[src/rtl/float18_to_float32_cplx_pkg.sv]
// Shared float constants and float-class encoding for the Float18 <-> float32 converters.
package float18_to_float32_cplx_pkg;

  localparam int F18_W        = 18;
  localparam int F32_BIAS     = 127;
  localparam int F32_EXP_W    = 8;
  localparam int F32_MAN_W    = 23;
  localparam int F32_QNAN_BIT = 22;

  typedef enum logic [2:0] {
    ZERO,
    SUB,
    NORM,
    INF,
    NAN
  } float_class_t;

endpackage

[src/rtl/float18_to_float32_cplx_if.sv]
// Complex Float18 in / complex float32 out stream bus.
// Handshake: a word moves when vld & rdy are both 1 on a rising clock edge; the sender
// holds vld and data steady until it moves, and rdy never depends on a future cycle.
interface float18_to_float32_cplx_if;
  import float18_to_float32_cplx_pkg::*;

  logic                 in_vld;
  logic                 in_rdy;
  logic [2*F18_W-1:0]   in_data;
  logic                 out_vld;
  logic                 out_rdy;
  logic [31:0]          out_re;
  logic [31:0]          out_im;

  modport master (
    output in_vld, in_data, out_rdy,
    input  in_rdy, out_vld, out_re, out_im
  );

  modport slave (
    input  in_vld, in_data, out_rdy,
    output in_rdy, out_vld, out_re, out_im
  );

endinterface

[src/rtl/float18_to_float32_lane.sv]
// One scalar Float18 -> float32 lane: stage 1 classifies and counts leading zeros,
// stage 2 packs the exact float32 result. Both stages advance only when en=1.
module float18_to_float32_lane
  import float18_to_float32_cplx_pkg::*;
#(
  parameter int EXP_W = 8,
  parameter int MAN_W = 9
) (
  input  logic             clk,
  input  logic             rst,
  input  logic             en,
  input  logic [F18_W-1:0] f18,
  output logic [31:0]      f32
);

  localparam int BIAS = 2 ** (EXP_W - 1) - 1;
  localparam int PAD  = F32_MAN_W - MAN_W;
  localparam int LZ_W = $clog2(MAN_W + 1);

  function automatic logic [LZ_W-1:0] lzc(input logic [MAN_W-1:0] m);
    lzc = LZ_W'(MAN_W);
    // Ascending scan: the last hit is the most significant set bit.
    for (int i = 0; i < MAN_W; i++) begin
      if (m[i]) lzc = LZ_W'(MAN_W - 1 - i);
    end
  endfunction

  logic [EXP_W-1:0] in_exp;
  logic [MAN_W-1:0] in_man;
  float_class_t     in_cls;

  assign in_exp = f18[F18_W-2 -: EXP_W];
  assign in_man = f18[MAN_W-1:0];

  always_comb begin
    in_cls = NORM;
    if (in_exp == '0)      in_cls = (in_man == '0) ? ZERO : SUB;
    else if (in_exp == '1) in_cls = (in_man == '0) ? INF : NAN;
  end

  logic             s1_sign;
  logic [EXP_W-1:0] s1_exp;
  logic [MAN_W-1:0] s1_man;
  float_class_t     s1_cls;
  logic [LZ_W-1:0]  s1_lz;

  always_ff @(posedge clk) begin
    if (rst) begin
      s1_sign <= 1'b0;
      s1_exp  <= '0;
      s1_man  <= '0;
      s1_cls  <= ZERO;
      s1_lz   <= '0;
    end else if (en) begin
      s1_sign <= f18[F18_W-1];
      s1_exp  <= in_exp;
      s1_man  <= in_man;
      s1_cls  <= in_cls;
      s1_lz   <= lzc(in_man);
    end
  end

  logic [F32_MAN_W-1:0] man_pad;
  logic [MAN_W-1:0]     sub_man;
  logic [F32_EXP_W-1:0] norm_exp;
  logic [F32_EXP_W-1:0] sub_exp;
  logic [31:0]          f32_d;

  always_comb begin
    man_pad  = F32_MAN_W'(s1_man) << PAD;
    // Subnormal renormalisation drops the implicit leading one out the top.
    sub_man  = s1_man << (s1_lz + LZ_W'(1));
    norm_exp = F32_EXP_W'(s1_exp) + F32_EXP_W'(F32_BIAS - BIAS);
    sub_exp  = F32_EXP_W'(F32_BIAS - BIAS) - F32_EXP_W'(s1_lz);
    f32_d    = {s1_sign, norm_exp, man_pad};
    case (s1_cls)
      ZERO: f32_d = {s1_sign, 31'b0};
      SUB: begin
        if (EXP_W == F32_EXP_W) f32_d = {s1_sign, 8'h00, man_pad};
        else                    f32_d = {s1_sign, sub_exp, F32_MAN_W'(sub_man) << PAD};
      end
      INF: f32_d = {s1_sign, 8'hFF, 23'b0};
      NAN: begin
        f32_d               = {s1_sign, 8'hFF, man_pad};
        f32_d[F32_QNAN_BIT] = 1'b1;
      end
      default: f32_d = {s1_sign, norm_exp, man_pad};
    endcase
  end

  always_ff @(posedge clk) begin
    if (rst)     f32 <= '0;
    else if (en) f32 <= f32_d;
  end

endmodule

[src/rtl/float18_to_float32_cplx.sv]
// Complex Float18 -> float32 widening converter: shared 2-stage valid pipeline,
// one independent datapath lane each for the real and imaginary parts.
module float18_to_float32_cplx
  import float18_to_float32_cplx_pkg::*;
#(
  parameter int EXP_W = 8,
  parameter int MAN_W = 9
) (
  input logic                       clk,
  input logic                       rst,
  float18_to_float32_cplx_if.slave  bus
);

  logic en;
  logic s1_vld;
  logic s2_vld;

  // Whole pipeline moves together; it only freezes when the output word is refused.
  assign en          = ~s2_vld | bus.out_rdy;
  assign bus.in_rdy  = en & ~rst;
  assign bus.out_vld = s2_vld;

  always_ff @(posedge clk) begin
    if (rst) begin
      s1_vld <= 1'b0;
      s2_vld <= 1'b0;
    end else if (en) begin
      s1_vld <= bus.in_vld;
      s2_vld <= s1_vld;
    end
  end

  float18_to_float32_lane #(.EXP_W(EXP_W), .MAN_W(MAN_W)) u_re (
    .clk (clk),
    .rst (rst),
    .en  (en),
    .f18 (bus.in_data[2*F18_W-1 -: F18_W]),
    .f32 (bus.out_re)
  );

  float18_to_float32_lane #(.EXP_W(EXP_W), .MAN_W(MAN_W)) u_im (
    .clk (clk),
    .rst (rst),
    .en  (en),
    .f18 (bus.in_data[F18_W-1:0]),
    .f32 (bus.out_im)
  );

endmodule
[src/flat_wrapper.sv]
// flat-port wrapper written by rule: the top's interface ports become plain ports
module float18_to_float32_cplx_flat import float18_to_float32_cplx_pkg::*;
#(
  parameter int EXP_W = 8,
  parameter int MAN_W = 9
)
  (clk, rst, bus_in_vld, bus_in_data, bus_out_rdy, bus_in_rdy, bus_out_vld, bus_out_re, bus_out_im);
  float18_to_float32_cplx_if bus_i ();
  input logic clk;
  input logic rst;
  input wire logic [$bits(bus_i.in_vld)-1:0] bus_in_vld;
  input wire logic [$bits(bus_i.in_data)-1:0] bus_in_data;
  input wire logic [$bits(bus_i.out_rdy)-1:0] bus_out_rdy;
  output wire logic [$bits(bus_i.in_rdy)-1:0] bus_in_rdy;
  output wire logic [$bits(bus_i.out_vld)-1:0] bus_out_vld;
  output wire logic [$bits(bus_i.out_re)-1:0] bus_out_re;
  output wire logic [$bits(bus_i.out_im)-1:0] bus_out_im;
  assign bus_i.in_vld = bus_in_vld;
  assign bus_i.in_data = bus_in_data;
  assign bus_i.out_rdy = bus_out_rdy;
  assign bus_in_rdy = bus_i.in_rdy;
  assign bus_out_vld = bus_i.out_vld;
  assign bus_out_re = bus_i.out_re;
  assign bus_out_im = bus_i.out_im;
  float18_to_float32_cplx #(.EXP_W(EXP_W), .MAN_W(MAN_W)) u_core (.clk(clk), .rst(rst), .bus(bus_i));
endmodule
[config.mk]
export PLATFORM = sky130hd
export DESIGN_NAME = float18_to_float32_cplx_flat
export DESIGN_NICKNAME = d
export VERILOG_FILES = /design/src/rtl/float18_to_float32_cplx_pkg.sv /design/src/rtl/float18_to_float32_cplx_if.sv /design/src/rtl/float18_to_float32_lane.sv /design/src/rtl/float18_to_float32_cplx.sv /design/src/flat_wrapper.sv
export SDC_FILE = /design/constraint.sdc
export NUM_CORES = 1
export LEC_CHECK = 0
export ABC_CLOCK_PERIOD_IN_PS = 1650
export CORE_ASPECT_RATIO = 0.75
export CORE_MARGIN = 2
export CORE_UTILIZATION = 45
export DETAILED_ROUTE_END_ITERATION = 7
export PLACE_DENSITY = 0.75
export SYNTH_ARGS = -nofsm -noshare
export SYNTH_HDL_FRONTEND = slang
export SYNTH_SLANG_ARGS = --single-unit
[constraint.sdc]
create_clock -name clk -period 1.65 [get_ports clk]
set_input_delay 0.33 -clock clk [delete_from_list [all_inputs] [get_ports clk]]
set_output_delay 0.33 -clock clk [all_outputs]
set_load 0.005 [all_outputs]
=== After elaboration in Yosys (flattened, before gate mapping) ===
Cells that the tools add are included.

* Output and inout port bits: 66
* Memories: 0
* Bits in read-only memories: 0
* Memory bits (writable): 0
* Bits in latches: 0
* Register bits after elaboration: 108

* Bitwise logic cells: 4
* Reduce and logical (&&, ||, !) cells: 6
* Magnitude comparators: 0
* Shift-type cells: 0
* Multiply operators: 0
* Multiplexer cells: 10
* Div/mod/pow operators: 0
* Add/sub/neg operators: 0
* Equality and inequality tests: 8

{| class="wikitable"
|+ Operator list
! operator !! count
|-
| case mux 31 bit (4 select lines) || 2
|-
| zero test 9 bit || 2
|-
| two-way mux 3 bit || 6
|-
| equality test 8 bit, second input constant || 2
|-
| zero test 8 bit || 2
|-
| equality test 3 x 1 -> 1 bit, second input constant || 2
|-
| equality test 3 x 2 -> 1 bit, second input constant || 2
|-
| equality test 3 bit, second input constant || 2
|-
| zero test 3 bit || 2
|-
| two-way mux 1 bit || 2
|-
| inverter 1 bit || 2
|-
| bitwise AND 1 bit || 1
|-
| OR 1 bit || 1
|}

=== Depth between registers and ports, before layout ===
* Word-level depth: 4
* Mapped depth: 6
* Mapped depth without buffers: 4

=== Hierarchy ===
From an unflattened synthesis, not the netlist that was laid out.

* Cells, all modules: 362
* Area, all modules: 3,342.0 sq um

{| class="wikitable"
|+ Modules (own cells, without submodules)
! module !! area an instance (sq um) !! seq. area each (sq um) !! instances !! cells each
|-
| float18_to_float32_lane || 1,622.8 || 780.7 || 2 || 176
|-
| float18_to_float32_cplx || 96.3 || 40.0 || 1 || 10
|}

=== Worst setup path after synthesis ===
No wires, ideal clock.

* Path kind: input port to flip-flop
* Start point: input bus_out_rdy
* End point: register u_core.u_im.s1_cls[0]
* Setup time: 0.103 ns
* Path slack: 0.426 ns
* Stages: 4
* Arrival time: 1.121 ns
* Data required time: 1.547 ns
* Path through: and2b_1 buf_4 a21oi_1 a2111oi_2

* Cells in the longest elaborated chain, start to end: 1

{| class="wikitable"
|+ RTL lines
! what !! line !! text
|-
| from (decl) || flat_wrapper.sv:13 || <nowiki>input wire logic [$bits(bus_i.out_rdy)-1:0] bus_out_rdy;</nowiki>
|-
| OR 1 bit || float18_to_float32_cplx.sv:19 || <nowiki>assign en = ~s2_vld | bus.out_rdy;</nowiki>
|-
| to (signal assigned) || float18_to_float32_lane.sv:58 || <nowiki>s1_cls <= in_cls;</nowiki>
|-
| to (decl) || float18_to_float32_lane.sv:44 || <nowiki>float_class_t s1_cls;</nowiki>
|}

No other way between the ends.
A chain may end at the register's enable or synchronous reset.

=== Worst setup path in the final report ===
* Start point: input bus_out_rdy
* End point: output bus_in_rdy

* Cells in the longest elaborated chain, start to end: 2

{| class="wikitable"
|+ RTL lines
! what !! line !! text
|-
| OR 1 bit || float18_to_float32_cplx.sv:19 ||
|-
| bitwise AND 1 bit || float18_to_float32_cplx.sv:20 || <nowiki>assign bus.in_rdy = en & ~rst;</nowiki>
|-
| to (decl) || flat_wrapper.sv:14 || <nowiki>output wire logic [$bits(bus_i.in_rdy)-1:0] bus_in_rdy;</nowiki>
|}

No other way between the ends.

==> flow_summary_export.csv <==
group,metric,value,unit
synthesis,synthTopCellsByArea,"dfxtp_1 (50%), nand2_1 (12%), buf_4 (7.5%)",
drt,m1WireLength,3250,um
power_and_ir_drop,powerDensity,976,mW/mm^2
power_and_ir_drop,finalPower,0.00420,W
die,placementRows,26,
cts,cts_tree,"built",
drt,drt-total-wl,7220,um
die,die_h,77.0,um
power_and_ir_drop,peakVddDrop,501,uV
timing,finalHoldViolCount,0,
finish,layout_common_cells,"nand2_1 (101), dfxtp_1 (79), clkdlybuf4s50_1 (74)",
critical_path,critPathRequiredTime,1.32,ns
timing,slew_viol_final,0,
synthesis,synth.distinct_cells,32,
drt,ant_nets,0,
critical_path,rrSetupSlack,0.23,ns
power_and_ir_drop,comb_power_share,11.6,%
power_and_ir_drop,p_switching,0.00100,W
power_and_ir_drop,internal-power,0.00320,W
global_route,groute.usage.overall,18.2,%
drt,first_pass_iters,5,
drt,dr.max_layer_used,"met4",
outcome,status,"finished clean",
timing,finClkSkew,0.00531,ns
power_and_ir_drop,seq_power_share,49.6,%
global_route,grt-ovfl-total,0,
synthesis,syn_area,0.00319,mm^2
critical_path,cp_data_arrival_time,1.29,ns
cts,cts_max_level,3,
global_route,grt_max_degree,46,
die,dieArea,0.00780,mm^2
critical_path,timing.rr.start,"u_core.bus.out_vld",
power_and_ir_drop,p_sw_share,23.8,%
place,globalplace.congestion,0.769,
drt,post_drt_via_cell_ratio,4.99,
power_and_ir_drop,cellLeakagePower,1.78,nW
place,numPortBuffers,77,
critical_path,critical_path_class,"input pin to output port",
cts,root_buffer,"clkbuf_8",
critical_path,crit_start,"bus_out_rdy",
cts,cts_made_buffers,9,
cts,clk_path_buf_depth,2,
flow_run,cap_violations,0,
synthesis,synth_area_per_cell,8.50,um^2
power_and_ir_drop,clockPowerShare,38.7,%
timing,fmax,617,MHz
timing,period_share,98.2,%
finish,final_core_util,63.0,%
drt,wire_per_inst,13.0,um
timing,fin_crit,1.62,ns
global_route,grt_pass1_wl,11300,um
synthesis,synth-seq-cells,80,
timing,rsz0062_at_grt,"no",
finish,final_nets,505,
cts,clock_latency,0.35,ns
drt,drt_iter0_drc,88,
critical_path,startpoint_type,"input pin",
synthesis,synthDominantCellAreaShare,50.1,%
drt,route.met3.wl,536,um
cts,cts_hold_buf,0,
critical_path,end_kind,"output port",
synthesis,ys_warn_count,0,
drt,drcViolationCount,0,
timing,max_slew.worst_pin.slew,0.777,ns
synthesis,synth_top_cell_by_area,"dfxtp_1",
die,design.core.area,0.00683,mm^2
drt,wl_met2,3350,um
cts,cts_setup_buffers,0,
min_path,holdPathStages,2,
finish,mostFrequentLayoutCell,"nand2_1",
synthesis,yosysSeqAreaShare,50.1,%
finish,fin_cells,554,
synthesis,synth_cells,376,
timing,setup_viol,0,
die,dieWidth,101,um
cts,path_clk_slew,0.08,ns
min_path,min_from,"u_core.u_im.s1_man[1]",
timing,fin_setup_tns,0,ns
min_path,min_to,"u_core.u_im.s1_man[1]",
finish,drive_gt1_share,11.5,%
global_route,grt_pass1_vias,2462,
die,pin_count,106,
place,dp.final_hpwl,5110,um
drt,dr_total_vias,2766,
global_route,antenna_found_initial,0,
cts,cts.sinks,80,
critical_path,critPathMaxFanout,2,
finish,diodes,0,
critical_path,reg2reg_depth,4,
min_path,hp-class,"flop to flop",
die,start_util,46.8,%
critical_path,timing.rr.end,"u_core.u_im.s1_cls[2]",
place,dp.cells,538,
timing,maxSlewHeadroom,48.2,%
finish,area_growth,34.7,%
[flip-flops by register name, indices dropped and copies added (netlist names)]
| register | cells |
|---|---|
| u_core.u_re.s1_exp | 8 |
| u_core.u_re.s1_cls | 3 |
| u_core.u_re.f32 | 18 |
| u_core.u_im.s1_man | 9 |
| u_core.bus.out_vld | 1 |
| u_core.u_im.f32 | 18 |
| u_core.u_im.s1_sign | 1 |
| u_core.u_im.s1_exp | 8 |
| u_core.u_re.s1_man | 9 |
| u_core.s1_vld | 1 |
| u_core.u_im.s1_cls | 3 |
| u_core.u_re.s1_sign | 1 |
[layer usage]
| metal | global-route usage, % | vias to the layer above |
|---|---|---|
| met5 | 0 | - |
| met4 | 5.27 | 0 |
| met3 | 5.38 | 8 |
| met2 | 29.2 | 94 |
| met1 | 23.8 | 1256 |
| li1 | - | 1408 |
[final cells by class]
| class | instances | area (um^2) |
|---|---|---|
| clock buffers | 10 | 138 |
| clock inverters | 6 | 91.3 |
| fillers | 621 | 2530 |
| multi-input cells | 273 | 1390 |
| flip-flops and latches | 80 | 1600 |
| well taps | 84 | 105 |
| repair buffers | 101 | 981 |
[power by group through the flow]
stage	registers, W	logic (W)	clock network, W
after global placement	0.00213	0.000479	0
after CTS	0.00209	0.000488	0.00167
after global routing	0.00210	0.000533	0.00174
after detailed placement	0.00213	0.000485	0
after floorplan	0.00212	0.000260	0
final	0.00208	0.000488	0.00163
[logic make-up (layout without fill, tap and decap cells)]
family / Yosys count / count (layout) / share of synthesized area, %
mux: 2 / 2 / 0.705
flops: 80 / 80 / 50.1
xor+xnor: 1 / 1 / 0.274
buf+inv: 50 / 117 / 9.99
simple gates: 155 / 155 / 20.3
compound gates: 87 / 87 / 18.5
other cells: 1 / 28 / 0.117
[cells in the mapped netlist (all sizes together)]
cell and number:
xor2 1, or4 1, o21ai 1, and3 2, nand2b 1, nor4 7, o21a 2, a21o 2
conb 1, nand4 4, and2b 1, mux2 2, buf 41, nor3 3, a31o 1, a22o 18
nand2 101, nor2 30, a2111oi 1, nand3 3, o31ai 1, dfxtp 80, a211oi 18, nor3b 1
clkbuf 9, nor2b 1, a21oi 43
[worst max-delay path, stage by stage]
cell	delay, ns
clkdlybuf4s50_1	0.48
and2b_2	0.25
nor2_4	0.10
buf_2	0.12
[through the flow]
step | setup slack, ns | hold slack (ns) | area, um^2
after floorplan | 0.426 | 0.432 | 3300
after CTS | 0.0101 | 0.452 | 4300
after global placement | -0.448 | 0.437 | 4070
after global routing | 0.00315 | 0.476 | 4300
after detailed placement | -0.445 | 0.445 | 4070
final | 0.0296 | 0.452 | 4300
[worst max path at each step]
stage,to,slack (ns),depth (start not counted)
CTS,bus_in_rdy,0.01,4
finish,bus_in_rdy,0.03,4
global placement,bus_in_rdy,-0.45,4
global route,bus_in_rdy,0.003,4
detailed placement,bus_in_rdy,-0.44,4
floorplan,u_core.u_im.s1_cls[0],0.43,4
[timing repair]
action / CTS / global route
pin swaps: 1 / 1
resized for setup: 8 / 1
endpoints found under the setup margin: 2 / 2
Power figures use the tool's default switching activity.
